**src/rtl/axi_slv_burst_ctrl.sv**
```systemverilog
// AXI3 slave burst controller: arbitrates AW/AR, sequences AW->W->B and AR->R bursts,
// and generates per-beat addresses for FIXED/INCR/WRAP into a single-port word memory.
module axi_slv_burst_ctrl #(
    parameter int ADDR_WIDTH = 32,
    parameter int DATA_WIDTH = 32,
    localparam int STRB_W = DATA_WIDTH / 8
) (
    input  logic                  aclk,
    input  logic                  aresetn,
    input  logic [3:0]            awid,
    input  logic [ADDR_WIDTH-1:0] awaddr,
    input  logic [3:0]            awlen,
    input  logic [2:0]            awsize,
    input  logic [1:0]            awburst,
    input  logic                  awvalid,
    output logic                  awready,
    input  logic [3:0]            wid,
    input  logic [DATA_WIDTH-1:0] wdata,
    input  logic [STRB_W-1:0]     wstrb,
    input  logic                  wlast,
    input  logic                  wvalid,
    output logic                  wready,
    output logic [3:0]            bid,
    output logic [1:0]            bresp,
    output logic                  bvalid,
    input  logic                  bready,
    input  logic [3:0]            arid,
    input  logic [ADDR_WIDTH-1:0] araddr,
    input  logic [3:0]            arlen,
    input  logic [2:0]            arsize,
    input  logic [1:0]            arburst,
    input  logic                  arvalid,
    output logic                  arready,
    output logic [3:0]            rid,
    output logic [DATA_WIDTH-1:0] rdata,
    output logic [1:0]            rresp,
    output logic                  rlast,
    output logic                  rvalid,
    input  logic                  rready,
    output logic                  mem_en,
    output logic                  mem_we,
    output logic [ADDR_WIDTH-1:0] mem_addr,
    output logic [DATA_WIDTH-1:0] mem_wdata,
    output logic [STRB_W-1:0]     mem_wstrb,
    input  logic [DATA_WIDTH-1:0] mem_rdata,
    output logic [2:0]            dbg_state
);

    localparam int MAX_SIZE = $clog2(STRB_W);

    localparam logic [2:0] S_IDLE    = 3'd0;
    localparam logic [2:0] S_WR_DATA = 3'd1;
    localparam logic [2:0] S_WR_RESP = 3'd2;
    localparam logic [2:0] S_RD_REQ  = 3'd3;
    localparam logic [2:0] S_RD_DATA = 3'd4;

    localparam logic GRANT_READ  = 1'b0;
    localparam logic GRANT_WRITE = 1'b1;

    logic [2:0]            r_state;
    logic [3:0]            r_id;
    logic [ADDR_WIDTH-1:0] r_addr;
    logic [3:0]            r_len;
    logic [2:0]            r_size;
    logic [1:0]            r_burst;
    logic [4:0]            r_beat_cnt;
    logic                  r_err;
    logic                  r_last_grant;

    logic                  w_idle;
    logic                  w_aw_win;
    logic                  w_aw_hs;
    logic                  w_ar_hs;
    logic                  w_wr_hs;
    logic                  w_in_range;
    logic                  w_beat_last;
    logic                  w_wr_mem;
    logic [3:0]            w_sel_id;
    logic [ADDR_WIDTH-1:0] w_sel_addr;
    logic [3:0]            w_sel_len;
    logic [2:0]            w_sel_size;
    logic [1:0]            w_sel_burst;

    function automatic logic decode_err(input logic [3:0] len, input logic [2:0] size,
                                        input logic [1:0] burst);
        logic bad_wrap;
        bad_wrap = (burst == 2'b10) && !(len == 4'd1 || len == 4'd3 || len == 4'd7 || len == 4'd15);
        return (int'(size) > MAX_SIZE) || (burst == 2'b11) || bad_wrap;
    endfunction

    // WRAP stays inside a container of (len+1) beats aligned to its own size.
    function automatic logic [ADDR_WIDTH-1:0] next_addr(input logic [ADDR_WIDTH-1:0] addr,
                                                        input logic [3:0] len,
                                                        input logic [2:0] size,
                                                        input logic [1:0] burst);
        logic [ADDR_WIDTH-1:0] incr;
        logic [ADDR_WIDTH-1:0] mask;
        incr = ADDR_WIDTH'(1) << size;
        mask = ((ADDR_WIDTH'(len) + ADDR_WIDTH'(1)) << size) - ADDR_WIDTH'(1);
        case (burst)
            2'b00:   next_addr = addr;
            2'b10:   next_addr = (addr & ~mask) + ((addr + incr) & mask);
            default: next_addr = (addr & ~(incr - ADDR_WIDTH'(1))) + incr;
        endcase
    endfunction

    assign w_idle   = (r_state == S_IDLE) && aresetn;
    assign w_aw_win = awvalid && (!arvalid || (r_last_grant == GRANT_READ));
    assign awready  = w_idle && w_aw_win;
    assign arready  = w_idle && arvalid && !w_aw_win;
    assign w_aw_hs  = awvalid && awready;
    assign w_ar_hs  = arvalid && arready;

    assign w_sel_id    = w_aw_hs ? awid    : arid;
    assign w_sel_addr  = w_aw_hs ? awaddr  : araddr;
    assign w_sel_len   = w_aw_hs ? awlen   : arlen;
    assign w_sel_size  = w_aw_hs ? awsize  : arsize;
    assign w_sel_burst = w_aw_hs ? awburst : arburst;

    assign wready      = (r_state == S_WR_DATA) && aresetn;
    assign w_wr_hs     = wready && wvalid;
    assign w_in_range  = r_beat_cnt <= {1'b0, r_len};
    assign w_beat_last = r_beat_cnt == {1'b0, r_len};
    assign w_wr_mem    = w_wr_hs && !r_err && w_in_range;

    assign mem_en    = w_wr_mem || ((r_state == S_RD_REQ) && aresetn && !r_err);
    assign mem_we    = w_wr_mem;
    assign mem_addr  = r_addr;
    assign mem_wdata = w_wr_hs ? wdata : '0;
    assign mem_wstrb = w_wr_hs ? wstrb : '0;

    assign bvalid = (r_state == S_WR_RESP);
    assign bid    = bvalid ? r_id : 4'd0;
    assign bresp  = (bvalid && r_err) ? 2'b10 : 2'b00;

    assign rvalid = (r_state == S_RD_DATA);
    assign rid    = rvalid ? r_id : 4'd0;
    assign rdata  = (rvalid && !r_err) ? mem_rdata : '0;
    assign rresp  = (rvalid && r_err) ? 2'b10 : 2'b00;
    assign rlast  = rvalid && w_beat_last;

    assign dbg_state = r_state;

    always_ff @(posedge aclk) begin
        if (!aresetn) begin
            r_state      <= S_IDLE;
            r_id         <= '0;
            r_addr       <= '0;
            r_len        <= '0;
            r_size       <= '0;
            r_burst      <= '0;
            r_beat_cnt   <= '0;
            r_err        <= 1'b0;
            r_last_grant <= GRANT_READ;
        end else begin
            case (r_state)
                S_IDLE: begin
                    if (w_aw_hs || w_ar_hs) begin
                        r_id       <= w_sel_id;
                        r_addr     <= w_sel_addr;
                        r_len      <= w_sel_len;
                        r_size     <= w_sel_size;
                        r_burst    <= w_sel_burst;
                        r_beat_cnt <= '0;
                        r_err      <= decode_err(w_sel_len, w_sel_size, w_sel_burst);
                        r_state    <= w_aw_hs ? S_WR_DATA : S_RD_REQ;
                    end
                end
                S_WR_DATA: begin
                    if (wvalid) begin
                        if ((wid != r_id) || (wlast && !w_beat_last) || !w_in_range)
                            r_err <= 1'b1;
                        if (wlast) begin
                            r_state <= S_WR_RESP;
                        end else begin
                            // Saturate so a runaway W stream keeps reporting out-of-range.
                            if (r_beat_cnt != 5'h1F)
                                r_beat_cnt <= r_beat_cnt + 5'd1;
                            r_addr <= next_addr(r_addr, r_len, r_size, r_burst);
                        end
                    end
                end
                S_WR_RESP: begin
                    if (bready) begin
                        r_state      <= S_IDLE;
                        r_last_grant <= GRANT_WRITE;
                    end
                end
                S_RD_REQ: r_state <= S_RD_DATA;
                S_RD_DATA: begin
                    if (rready) begin
                        if (w_beat_last) begin
                            r_state      <= S_IDLE;
                            r_last_grant <= GRANT_READ;
                        end else begin
                            r_beat_cnt <= r_beat_cnt + 5'd1;
                            r_addr     <= next_addr(r_addr, r_len, r_size, r_burst);
                            r_state    <= S_RD_REQ;
                        end
                    end
                end
                default: r_state <= S_IDLE;
            endcase
        end
    end

endmodule

```
**config.mk**
```make
export PLATFORM = sky130hd
export DESIGN_NAME = axi_slv_burst_ctrl
export DESIGN_NICKNAME = d
export VERILOG_FILES = /design/src/rtl/axi_slv_burst_ctrl.sv
export SDC_FILE = /design/constraint.sdc
export NUM_CORES = 1
export LEC_CHECK = 0
export CELL_PAD_IN_SITES_DETAIL_PLACEMENT = 1
export CELL_PAD_IN_SITES_GLOBAL_PLACEMENT = 1
export CORE_MARGIN = 3
export CORE_UTILIZATION = 34
export DETAILED_ROUTE_END_ITERATION = 8
export PLACE_DENSITY_LB_ADDON = 0.1
export SLEW_MARGIN = 15
export SYNTH_ARGS = -nofsm -noshare
export SYNTH_HDL_FRONTEND = slang
export SYNTH_SLANG_ARGS = --single-unit
export TNS_END_PERCENT = 100
```
**constraint.sdc**
```tcl
create_clock -name aclk -period 7.8 [get_ports aclk]
set_input_delay 1.17 -clock aclk [delete_from_list [all_inputs] [get_ports aclk]]
set_output_delay 1.17 -clock aclk [all_outputs]
set_load 0.01 [all_outputs]
```
==> qor.csv <==
metric,value,unit
grt_pass1_vias,10100,
grt-ovfl-total,0,
grt_pass1_wl,59.2,mm
worstHoldStart,r_burst[1]$_SDFFE_PN0P_,
cts.sinks,55,
cap_viol_max_count,0,
synthesis.area,0.00806,sq mm
drt-wirelength-per-cell,22.2,um
final.setup.tns,0,ns
clock_latency,0.32,ns
n_antenna_cell,0,
cts_buffer_depth,2,
antenna_found_initial,0,
postCtsSetupBuffers,0,
synth-seq-cells,55,
gp_congestion,0.978,
synth-edff-count,0,
fin_skew,0.0151,ns
port_buffers,290,
ant_nets,0,
critPathKind,flop to flop,
ys_seq_area_frac,0.137,
rr_endpoint,mem_addr[28]$_SDFFE_PN0P_,
endpoint_kind,flop,
hold_viol,0,
synth.avg_cell_area,6.77,sq um
ios,293,
via_per_inst,5.79,
die_w,160,um
start_util,0.351,
clock.fmax,173,MHz
path_clk_slew,0.09,ns
rsz0062_at_grt,no,
timing.final.crit_share,0.739,
worst-path-max-fanout,31,
dp_hpwl,29.8,mm
cts-root-buf,clkbuf_16,
fin_crit,5.76,ns
slew-limit-headroom,0.278,
setup_viol,0,
hold_depth,2,
track_usage,0.287,
r2r_start,r_size[1]$_SDFFE_PN0P_,
synth-main-ff-cell,dfxtp_1,
ys_async_sr_fraction,0,
worstMarginPinSlew,1.08,ns
required,8.02,ns
cp.arrival,5.99,ns
cts_resized,0,
yosys.area.top_type,dfxtp_1,
slew_violations,0,
synth_area_leaders,"dfxtp_1 (14%), nand2_1 (7.6%), nor2_1 (5.0%)",
finalPower,2.94,mW
drt-total-wl,38.3,mm
dr.pass1.iters,5,
drive_above_1_share,0.0445,
cts_hold_repair.buffers,0,
power.density,261,mW/mm^2
tritoncts,done,
h-tree-depth,2,
dieHeight,160,um
placed_cells,1720,
synth_cell_type_count,97,
yosys.area.top_type_share,0.137,
rr_worst_depth,17,
crit_path_start_kind,flop,
fin_cells,1728,
nNetsFinal,1616,
r2r_slack,2.04,ns
mostFrequentLayoutCells,"clkdlybuf4s50_1 (290), nand2_1 (164), nor2_1 (108)",
outcome,finished clean,
drc,0,
p_leak,4.26,nW
num-fill-cells,2950,
min_to,r_burst[1]$_SDFFE_PN0P_,
via_count,10000,
ys_warn_count,0,
syn2layout_area_growth,39.7,%
vdd_drop_max,0.175,mV
numCtsBuffers,5,
drtIter0Drc,615,
grt_start_max_net_pins,47,
core_area,0.0230,sq mm
final_common_cell,clkdlybuf4s50_1,
hp-class,flop to flop,
netlist_instances,1191,
rows,55,
dieArea,0.0256,sq mm
final cells by class:
class	instances	area [sq um]	share of cell area
tap	313	392	0.0348
timing repair buffer	305	3020	0.268
sequential	55	1100	0.0978
clock buffer	5	125	0.0111
clock inverter	3	22.5	0.00200
inverter	35	131	0.0117
multi-input combinational	1012	6470	0.575
stage by stage:
step | hold slack (ns) | instance area [sq um] | utilization | worst slack (ns)
2_1_floorplan | 0.491 | 8060 | - | 2.77
3_3_place_gp | 0.524 | 11100 | 0.483 | 2.16
3_5_place_dp | 0.540 | 11100 | 0.483 | 2.16
4_1_cts | 0.552 | 11300 | 0.490 | 2.12
5_1_grt | 0.587 | 11300 | 0.490 | 1.52
6_report | 0.551 | 11300 | 0.490 | 2.04
Yosys cell counts (all sizes together), types with 33 or more instances:
library cell	count
nand3	38
nor3	38
xnor2	42
inv	33
o21ai	50
clkbuf	71
a21oi	73
and2	57
nor2	109
dfxtp	55
and3	59
nand2	164
routing by layer:
metal / global-route usage / wire length, um / up-vias
met4: 0.0789 / 1090 / 0
met1: 0.349 / 15700 / 4805
li1: - / - / 4758
met5: 0 / 0 / -
met2: 0.500 / 18400 / 385
met3: 0.0768 / 3060 / 65
kinds of logic after synthesis:
group,synth area share
compound gates,0.261
fa+ha+maj,0.0515
other cells,0.000465
flops,0.137
mux,0.0352
buf+inv,0.0635
simple gates,0.371
xor+xnor,0.0810
flip-flops by register name (all words and copies together), names as in the netlist:
name / cells
mem_addr: 32
r_last_grant: 1
dbg_state: 3
r_id: 4
r_len: 4
r_burst: 2
r_size: 3
r_beat_cnt: 5
r_err: 1
report_power, final:
part	internal [mW]	total, mW	leakage [nW]	switching, mW
sequential	0.381	0.638	0.451	0.257
clock	0.122	0.258	0.0746	0.136
combinational	0.840	2.04	3.74	1.20
critical path, stage by stage (launching register included):
cell and delay [ns]:
dfxtp_1 0.97, nor2_1 0.20, nand2_1 0.17, inv_1 0.07
ha_1 0.24, fa_1 0.45, a211oi_1 0.34, o21ai_0 0.15
a31oi_1 0.58, nor2_1 0.30, nand2_1 0.30, o31a_1 0.17
o221ai_1 0.27, or4_1 0.62, and2_1 0.23, nor2_2 0.17
a211oi_1 0.11, o32ai_1 0.31
worst max path at each step:
stage,from,endpoint,cells after the start,slack (ns)
after floorplan,r_size[2]$_SDFFE_PN0P_,mem_addr[31]$_SDFFE_PN0P_,21,2.77
after global placement,aresetn,mem_addr[27]$_SDFFE_PN0P_,15,2.16
after detailed placement,r_size[1]$_SDFFE_PN0P_,mem_addr[29]$_SDFFE_PN0P_,17,2.16
after CTS,r_size[1]$_SDFFE_PN0P_,mem_addr[28]$_SDFFE_PN0P_,17,2.12
after global routing,r_size[1]$_SDFFE_PN0P_,mem_addr[28]$_SDFFE_PN0P_,17,1.52
final,r_size[1]$_SDFFE_PN0P_,mem_addr[28]$_SDFFE_PN0P_,17,2.04
Power figures use the tool's default switching activity.
